[src/rtl/mips_decls_p.sv]
// Shared declarations for the multi-cycle MIPS core.
// Contents:
//   muldiv_op_t     operation select for the multiply/divide sequencer
//   muldiv_state_t  sequencer FSM states
//   funct_t         R-type funct codes for the HI/LO and mul/div instructions
package mips_decls_p;

   typedef enum logic [1:0] {
      MD_MULT  = 2'd0,
      MD_MULTU = 2'd1,
      MD_DIV   = 2'd2,
      MD_DIVU  = 2'd3
   } muldiv_op_t;

   typedef enum logic [2:0] {
      IDLE = 3'd0,
      PREP = 3'd1,
      ITER = 3'd2,
      FIX  = 3'd3,
      DONE = 3'd4
   } muldiv_state_t;

   typedef enum logic [5:0] {
      F_MFHI  = 6'h10,
      F_MTHI  = 6'h11,
      F_MFLO  = 6'h12,
      F_MTLO  = 6'h13,
      F_MULT  = 6'h18,
      F_MULTU = 6'h19,
      F_DIV   = 6'h1A,
      F_DIVU  = 6'h1B
   } funct_t;

endpackage

[src/rtl/md_iter_dp.sv]
// Iterative multiply/divide datapath: 2*WIDTH shift register {acc_hi, acc_lo},
// a multiplicand/divisor register and one shared adder/subtractor.
// Ports:
//   clk, reset      clock, asynchronous active-low reset
//   load            load opa into acc_lo, opb into opd, clear acc_hi
//   step            perform one shift-add (multiply) or shift-subtract (divide)
//   is_div          selects divide stepping and per-half sign correction
//   fix             applies sign correction on res_hi/res_lo
//   neg_hi, neg_lo  negate remainder/quotient (divide) or product (neg_lo, multiply)
//   opa, opb        unsigned magnitudes of the operands
//   res_hi, res_lo  current (optionally corrected) accumulator contents
module md_iter_dp #(
   parameter int WIDTH = 32
) (
   input  logic             clk,
   input  logic             reset,
   input  logic             load,
   input  logic             step,
   input  logic             is_div,
   input  logic             fix,
   input  logic             neg_hi,
   input  logic             neg_lo,
   input  logic [WIDTH-1:0] opa,
   input  logic [WIDTH-1:0] opb,
   output logic [WIDTH-1:0] res_hi,
   output logic [WIDTH-1:0] res_lo
);

   logic [WIDTH-1:0]   acc_hi, acc_lo, opd;
   logic [WIDTH:0]     add_a, add_b;
   logic [WIDTH+1:0]   sum;
   logic [2*WIDTH-1:0] prod_neg;

   // Multiply: add the multiplicand into the upper half when the current
   // multiplier bit (acc_lo[0]) is set. Divide: the partial remainder shifted
   // left with the next dividend bit, minus the divisor (two's complement with
   // carry-in); the carry out of the extra top bit means "no borrow".
   assign add_a = is_div ? {acc_hi, acc_lo[WIDTH-1]} : {1'b0, acc_hi};
   assign add_b = is_div ? ~{1'b0, opd} : (acc_lo[0] ? {1'b0, opd} : '0);
   assign sum   = {1'b0, add_a} + {1'b0, add_b} + {{(WIDTH+1){1'b0}}, is_div};

   assign prod_neg = -{acc_hi, acc_lo};

   // NOTE: sequential state uses non-blocking assignments so every register
   // samples the pre-edge values regardless of statement order.
   always_ff @(posedge clk or negedge reset) begin
      if (!reset) begin
         acc_hi <= '0;
         acc_lo <= '0;
         opd    <= '0;
      end else if (load) begin
         acc_hi <= '0;
         acc_lo <= opa;
         opd    <= opb;
      end else if (step) begin
         if (is_div) begin
            if (sum[WIDTH+1]) begin
               acc_hi <= sum[WIDTH-1:0];
               acc_lo <= {acc_lo[WIDTH-2:0], 1'b1};
            end else begin
               acc_hi <= add_a[WIDTH-1:0];
               acc_lo <= {acc_lo[WIDTH-2:0], 1'b0};
            end
         end else begin
            {acc_hi, acc_lo} <= {sum[WIDTH:0], acc_lo[WIDTH-1:1]};
         end
      end
   end

   // NOTE: outputs get a default before any conditional update so the block
   // stays purely combinational (no latch).
   always_comb begin
      res_hi = acc_hi;
      res_lo = acc_lo;
      if (fix) begin
         if (is_div) begin
            if (neg_hi) res_hi = -acc_hi;
            if (neg_lo) res_lo = -acc_lo;
         end else if (neg_lo) begin
            {res_hi, res_lo} = prod_neg;
         end
      end
   end

endmodule

[src/rtl/muldiv_seq.sv]
// Iterative multiply/divide sequencer with HI/LO registers.
// Runs MULT/MULTU/DIV/DIVU in a fixed WIDTH+3 cycles from the accepting edge
// and services MTHI/MTLO writes while idle. WIDTH must be >= 4 and even.
// Ports:
//   clk, reset          clock, asynchronous active-low reset
//   start, op           launch request and operation (accepted in IDLE/DONE)
//   srca, srcb          multiplicand/dividend, multiplier/divisor
//   mthi, mtlo, wdata   direct HI/LO writes
//   busy                high in PREP, ITER, FIX
//   done, divz          one-cycle completion pulse, divide-by-zero flag
//   hi, lo              HI/LO result registers
module muldiv_seq
   import mips_decls_p::*;
#(
   parameter int WIDTH = 32
) (
   input  logic             clk,
   input  logic             reset,
   input  logic             start,
   input  muldiv_op_t       op,
   input  logic [WIDTH-1:0] srca,
   input  logic [WIDTH-1:0] srcb,
   input  logic             mthi,
   input  logic             mtlo,
   input  logic [WIDTH-1:0] wdata,
   output logic             busy,
   output logic             done,
   output logic             divz,
   output logic [WIDTH-1:0] hi,
   output logic [WIDTH-1:0] lo
);

   localparam int CW = $clog2(WIDTH);

   muldiv_state_t    state, state_nxt;
   logic [CW-1:0]    cnt;
   muldiv_op_t       op_r;
   logic [WIDTH-1:0] a_r, b_r, hi_r, lo_r;
   logic             neg_hi, neg_lo, divz_r;
   logic             is_div, is_signed, idle_like, accept, wr_ok;
   logic [WIDTH-1:0] a_abs, b_abs, dp_hi, dp_lo;

   // Any encoding other than MULT/DIV/DIVU falls through as MULTU.
   assign is_div    = (op_r == MD_DIV) || (op_r == MD_DIVU);
   assign is_signed = (op_r == MD_MULT) || (op_r == MD_DIV);

   assign idle_like = (state == IDLE) || (state == DONE);
   assign accept    = idle_like && start;
   // A start in the same cycle takes priority over HI/LO writes.
   assign wr_ok     = idle_like && !start;

   assign a_abs = (is_signed && a_r[WIDTH-1]) ? -a_r : a_r;
   assign b_abs = (is_signed && b_r[WIDTH-1]) ? -b_r : b_r;

   always_comb begin
      state_nxt = state;
      case (state)
         IDLE:    if (start) state_nxt = PREP;
         PREP:    state_nxt = ITER;
         ITER:    if (cnt == '0) state_nxt = FIX;
         FIX:     state_nxt = DONE;
         DONE:    state_nxt = start ? PREP : IDLE;
         default: state_nxt = IDLE;
      endcase
   end

   always_ff @(posedge clk or negedge reset) begin
      if (!reset) begin
         state  <= IDLE;
         cnt    <= '0;
         op_r   <= MD_MULT;
         a_r    <= '0;
         b_r    <= '0;
         hi_r   <= '0;
         lo_r   <= '0;
         neg_hi <= 1'b0;
         neg_lo <= 1'b0;
         divz_r <= 1'b0;
      end else begin
         state <= state_nxt;
         if (accept) begin
            op_r <= op;
            a_r  <= srca;
            b_r  <= srcb;
         end
         if (wr_ok && mthi) hi_r <= wdata;
         if (wr_ok && mtlo) lo_r <= wdata;
         case (state)
            PREP: begin
               cnt    <= CW'(WIDTH - 1);
               divz_r <= is_div && (b_r == '0);
               // Quotient/product sign is the XOR of operand signs; the
               // remainder follows the dividend.
               neg_lo <= is_signed && (a_r[WIDTH-1] ^ b_r[WIDTH-1]);
               neg_hi <= is_signed && (is_div ? a_r[WIDTH-1]
                                              : (a_r[WIDTH-1] ^ b_r[WIDTH-1]));
            end
            ITER: cnt <= cnt - 1'b1;
            FIX: begin
               // Divide-by-zero returns the raw dividend and an all-ones quotient.
               hi_r <= divz_r ? a_r : dp_hi;
               lo_r <= divz_r ? '1  : dp_lo;
            end
            default: ;
         endcase
      end
   end

   md_iter_dp #(.WIDTH(WIDTH)) u_dp (
      .clk    (clk),
      .reset  (reset),
      .load   (state == PREP),
      .step   (state == ITER),
      .is_div (is_div),
      .fix    (state == FIX),
      .neg_hi (neg_hi),
      .neg_lo (neg_lo),
      .opa    (a_abs),
      .opb    (b_abs),
      .res_hi (dp_hi),
      .res_lo (dp_lo)
   );

   assign busy = (state == PREP) || (state == ITER) || (state == FIX);
   assign done = (state == DONE);
   assign divz = (state == DONE) && divz_r;
   assign hi   = hi_r;
   assign lo   = lo_r;

endmodule

[config.mk]
export PLATFORM = sky130hd
export DESIGN_NAME = muldiv_seq
export DESIGN_NICKNAME = d
export VERILOG_FILES = /design/src/rtl/mips_decls_p.sv /design/src/rtl/md_iter_dp.sv /design/src/rtl/muldiv_seq.sv
export SDC_FILE = /design/constraint.sdc
export NUM_CORES = 1
export LEC_CHECK = 0
export ABC_AREA = 1
export BUFFER_PORTS_ARGS = -buffer_cell sky130_fd_sc_hd__buf_4
export CORE_AREA = 5 5 181 183
export CTS_CLUSTER_DIAMETER = 120
export DETAILED_ROUTE_END_ITERATION = 10
export DIE_AREA = 0 0 186 188
export PLACE_DENSITY = 0.76
export SETUP_SLACK_MARGIN = 0.15
export SLEW_MARGIN = 25
export SYNTH_ARGS = -nofsm -noshare
export SYNTH_HDL_FRONTEND = slang
export SYNTH_SLANG_ARGS = --single-unit
[constraint.sdc]
create_clock -name clk -period 3.4 [get_ports clk]
set_input_delay 0.85 -clock clk [delete_from_list [all_inputs] [get_ports clk]]
set_output_delay 0.85 -clock clk [all_outputs]
set_load 0.05 [all_outputs]
# After elaboration in Yosys (flattened, before gate mapping)
# Index checks and enable logic that the tools add are counted.
word_totals:
  ff_bits: 237
  out_inout_bits: 67
  elab_cells: 86
op_classes:
  eq_ne: 8
  n_mux: 31
  add_sub_neg: 8
  bitwise_logic: 2
  n_reduce_logical: 24
ops:
  columns: ["cell", "count"]
  rows:
  - ["$mux 32", 22]
  - ["$neg 32->32", 4]
  - ["$mux 33", 2]
  - ["$neg 64->64", 1]
  - ["$add 33x33->34", 1]
  - ["$add 34x1->34", 1]
  - ["$not 32->33", 1]
  - ["$logic_not 32->1", 1]
  - ["$pmux 3 s5", 1]
  - ["$logic_and 1x1->1", 10]
  - ["$pmux 5 s2", 1]
  - ["$eq 3x2->1 const B", 2]
  - ["$mux 3", 2]
  - ["$reduce_bool 2->1", 3]
  - ["$logic_not 5->1", 1]
  - ["$logic_or 1x1->1", 5]
  - ["$sub 5x1->5 const B", 1]
  - ["$eq 2x2->1 const B", 2]
  - ["$ne 2x2->1 const B", 2]
  - ["$eq 3x1->1 const B", 1]
  - ["$eq 3x3->1 const B", 1]
  - ["$logic_not 3->1", 1]
  - ["$mux 1", 3]
  - ["$logic_not 2->1", 1]
  - ["3 further kinds", 3]

# Longest topological paths before layout
depth:
  word_depth: 9
  mapped_depth: 24
  ltp_nobuf: 21

# Modules after synthesis
# From an unflattened synthesis, not the netlist that was laid out.
hier_totals:
  cells_unflattened: 3034
  area_unflattened_um2: 18945.7
modules_own_cells:
  columns: ["module", "instances", "seq_area_each_um2", "cells_each", "area_each_um2"]
  rows:
  - ["md_iter_dp", 1, 2402.3, 1938, 10953.0]
  - ["muldiv_seq", 1, 3528.4, 1096, 7992.7]

# Least setup slack after synthesis
# OpenSTA, ideal clock, no wires.
synth_path:
  path_type: "register to register"
  startpoint: "register op_r[1]"
  endpoint: "register u_dp.acc_hi[27]"
  setup_ps: 116
  n_path_buf: 4
  arrival_ps: 2871
  period_less_slack_ps: 2987
  path_slack_ps: 413
  stages_incl_launch_ff: 23
  cell_sequence: "dfrtp_1 buf_2 buf_2 buf_2 buf_2 o21ai_0 fa_1 inv_1 fa_1 nand3_1 nand2_1 nand2_1 nand2_1 nand2_1 nand2_1 nand3_1 nand2_1 nand2_1 nand3_1 nand2_1 inv_1 nand2_1 nand2_1"
synth_between:
  elab_chain_len: 9
  word_cells_on_any_way: 11
synth_rtl:
  columns: ["element", "line_no", "text"]
  rows:
  - ["from (decl)", "muldiv_seq.sv:37", "muldiv_op_t op_r;"]
  - ["from (signal assigned)", "muldiv_seq.sv:82", "op_r <= op;"]
  - ["$eq 2x2->1", "muldiv_seq.sv:44", "assign is_div = (op_r == MD_DIV) || (op_r == MD_DIVU);"]
  - ["$logic_or 1x1->1 *", "muldiv_seq.sv:44", null]
  - ["$mux 33, on equally long branches", "md_iter_dp.sv:38, md_iter_dp.sv:39", null]
  - ["$add 33x33->34", "md_iter_dp.sv:40", "assign sum = {1'b0, add_a} + {1'b0, add_b} + {{(WIDTH+1){1'b0}}, is_div};"]
  - ["$add 34x1->34", "md_iter_dp.sv:40", null]
  - ["$mux 32", "md_iter_dp.sv:57", "if (sum[WIDTH+1]) begin"]
  - ["$mux 32 *", "md_iter_dp.sv:56", "if (is_div) begin"]
  - ["$mux 32 *", "md_iter_dp.sv:55", "end else if (step) begin"]
  - ["$mux 32 *", "md_iter_dp.sv:51", "end else if (load) begin"]
  - ["to (signal assigned)", "md_iter_dp.sv:58", "acc_hi <= sum[WIDTH-1:0];"]
  - ["to (signal assigned)", "md_iter_dp.sv:61", "acc_hi <= add_a[WIDTH-1:0];"]
  - ["to (signal assigned)", "md_iter_dp.sv:65", "{acc_hi, acc_lo} <= {sum[WIDTH:0], acc_lo[WIDTH-1:1]};"]
  - ["to (decl)", "md_iter_dp.sv:29", "logic [WIDTH-1:0] acc_hi, acc_lo, opd;"]
# Mark *: on every way between the ends. The rest lies on a longest branch, timed or not. The select of a mux whose other input is x is not followed.
# A chain may end at the register's enable or synchronous reset.

# Worst setup path after layout
layout_path:
  startpoint: "register op_r[1]"
  endpoint: "register u_dp.acc_hi[22]"
# Same word-level chain as after synthesis.

==> flow_summary.toml <==
[outcome]
outcome = "finished, final reports clean"

[global_routing]
grt_pass1_wl_mm = 108.0
grt_pass1_vias = 19490
overflow = 0
grt_util_all_layers = 0.3894
grt_max_degree = 88
grt_antenna_before_repair = 2

[clock_network]
clock_latency_ns = 0.55
tritoncts = "built"
clockBufferDepth = 3
cts_setup_buffers = 0
clock_sink_count = 237
cts_buffers = 26
root_buffer = "clkbuf_16"
h-tree-depth = 1
clk_pin_slew_ns = 0.07

[sta]
max-slew-margin-rel = 0.3918
tns_ns = 0
setup_violations = 0
rsz0062_at_grt = "true"
tightest_slew_ns = 0.9123
slew_viol_final = 0
max_freq_mhz = 313.3
fin_crit_ns = 3.191
final-hold-violation-count = 0
fin_skew_ns = 0.01399
finalCritPeriodShare = 0.9387

[floorplan]
core_area_mm2 = 0.03107
initial_utilization = 0.5874
die-area_mm2 = 0.03497
fp.dieH_um = 188
rows = 65
num_io_pins = 170
die_w_um = 186

[synthesis]
syn_area_mm2 = 0.01825
ys_seq_area_frac = 0.3250
synth_cells = 2918
ys_seq_elements = 237
ys_types = 49
syn_area_per_cell_um2 = 6.254
synth_flop_cell = "dfrtp_1"
synth_warnings = 0
synth_edf_count = 0
syn-num-nets = 3061
async_reset_ff_frac = 1.000

[place]
hpwl_mm = 54.25
io_buffers = 169
place.gp.congestion = 1.085

[critical_path]
worstSetupEndpointType = "register"
crit_type = "reg2reg"
crit_buf_inv = 4
start_kind = "register"
arrival_ns = 3.63
max_stage_delay_ns = 0.50
crit_top_cell = "nand2_1"
cp.required_ns = 3.84
crit_family = "simple AND/OR/NAND/NOR gates"
crit_slowest_cell = "dfrtp_4"
critical_path_peak_fanout = 30
cp_cell_sequence = "inv_2, nand2_2, buf_12, a21oi_2, ha_1, nand2_1, nor2_1, inv_1, nor3_2, nand3_1, nand3_1, nand2_1, nand2_1, nand2_1, nand2_1, inv_1, nand2_1, nand2_1"

[final_layout]
multi_input_area_mm2 = 0.01073
n_fill_cell = 2740
nets = 3181
syn_to_final_growth_pct = 14.36
ff_latch_area_mm2 = 0.005934
drive_above_1_share = 0.1175

[drt]
routed_wl_mm = 70.12
detail-route-antenna-nets = 0
wl_per_cell_um = 20.27
drtIter0Drc = 2379
dr_total_vias = 20860
via_per_inst = 6.029
first_pass_iters = 8
route.detailed.drc = 0

[run]
max_cap_viol_count = 0

[min_path]
hp-class = "in2async"
cell usage in the layout (no fill, tap or decap), types with 6 or more instances in the layout:
cell type / instances
a22oi_1: 8
nand2_1: 870
ha_1: 35
a21oi_1: 186
nand4_1: 31
nand3b_1: 6
nor3_1: 18
a31oi_1: 24
inv_1: 284
o211ai_1: 15
clkbuf_16: 27
dfrtp_1: 236
nand3_1: 221
buf_4: 209
nand2_2: 15
clkbuf_8: 6
nor2_1: 375
o21ai_0: 256
xor2_1: 30
xnor2_1: 17
o21ai_1: 54
a21oi_2: 16
inv_2: 19
nor2_2: 17
final cells by class:
class | count | share of cell area
Clock buffer | 36 | 0.03585
Clock inverter | 10 | 0.004496
Tap cell | 402 | 0.02410
Multi-Input combinational cell | 2252 | 0.5140
Timing Repair Buffer | 217 | 0.08243
Sequential cell | 237 | 0.2844
Inverter | 304 | 0.05468
Antenna cell | 1 | 0.0001199
cells by family after synthesis:
group	share of synthesized area
flip-flops	0.3250
AND/OR/NAND/NOR	0.3623
XOR/XNOR	0.02304
adder cells (fa/ha/maj)	0.02825
buffers and inverters	0.09235
AO/OA/AOI/OAI	0.1691
what timing repair did:
item                       CTS  global route
setup endpoints to repair    2            30
hold endpoints to repair     0             0
pin swaps                    0             3
gates resized for setup      1            32
hold buffers                 0             0
cloned                       0             1
worst register-to-register path: stages (launching register included):
cell and delay (ns):
dfrtp_4 0.50, inv_2 0.16, nand2_2 0.12, buf_12 0.19, a21oi_2 0.24, ha_1 0.26
nand2_1 0.15, nor2_1 0.25, inv_1 0.13, nor3_2 0.26, nand3_1 0.15, nand3_1 0.10
nand2_1 0.05, nand2_1 0.20, nand2_1 0.09, nand2_1 0.07, inv_1 0.04, nand2_1 0.06
nand2_1 0.05
registers in the layout, summed over array words and instances, names as in the netlist:
name / count
op_r: 2
b_r: 32
cnt: 5
hi: 32
neg_lo: 1
u_dp.acc_hi: 32
divz_r: 1
neg_hi: 1
lo: 32
a_r: 32
u_dp.acc_lo: 32
state: 3
u_dp.opd: 32
metal layers:
layer	vias to the layer above	track usage	routed length (um)
met1	9598	0.5068	26240
li1	9677	-	-
met5	-	0	13
met4	2	0.2458	5779
met2	1312	0.6124	31390
met3	266	0.04791	6692
worst paths after layout:
check | slack (ns) | end | start | cells after the start
setup / recovery | 0.21 | u_dp.acc_hi[22]$_DFFE_PN0P_ | op_r[1]$_DFFE_PN0P_ | 18
hold / removal | 0.26 | lo[28]$_DFFE_PN0P_ | reset | 1
setup reg to reg | 0.21 | u_dp.acc_hi[22]$_DFFE_PN0P_ | op_r[1]$_DFFE_PN0P_ | 18
hold reg to reg | 0.49 | lo[3]$_DFFE_PN0P_ | lo[3]$_DFFE_PN0P_ | 2
max in group asynchronous | 2.25 | a_r[4]$_DFFE_PN0P_ | reset | 2
min in group clk | 0.49 | lo[3]$_DFFE_PN0P_ | lo[3]$_DFFE_PN0P_ | 2
cells in the mapped netlist, types with 12 or more instances:
| master | n | area share |
|---|---|---|
| nor2_1 | 377 | 0.078 |
| buf_2 | 42 | 0.012 |
| ha_1 | 38 | 0.026 |
| buf_1 | 16 | 0.0033 |
| nand3_1 | 221 | 0.061 |
| nor2_2 | 16 | 0.0055 |
| xor2_1 | 31 | 0.015 |
| inv_2 | 19 | 0.0039 |
| nand2_2 | 12 | 0.0041 |
| o21ai_0 | 267 | 0.073 |
| nand4_1 | 31 | 0.011 |
| nor3_1 | 20 | 0.0055 |
| xnor2_1 | 17 | 0.0082 |
| a21oi_1 | 197 | 0.054 |
| o21ai_1 | 44 | 0.012 |
| a31oi_1 | 24 | 0.0082 |
| clkbuf_1 | 64 | 0.013 |
| dfrtp_1 | 237 | 0.32 |
| o211ai_1 | 15 | 0.0062 |
| inv_1 | 284 | 0.058 |
| nand2_1 | 873 | 0.18 |
stage by stage:
stage               setup WS [ns]  std cells  instance area, um^2  hold WS [ns]  utilization
CTS                        0.1540       3457                20770        0.2772       0.6685
global placement           0.1227       3411                19920        0.4722       0.6412
detailed placement        0.08298       3411                19920        0.4796       0.6412
floorplan                  0.4127       2918                18250        0.4523            -
global route               0.1046       3458                20870        0.2954       0.6717
finish                     0.2086       3459                20870        0.2557       0.6718
Power is left out: the tool's default activity adds up to more than one toggle a clock period on the data nets, which glitch-free logic cannot reach.
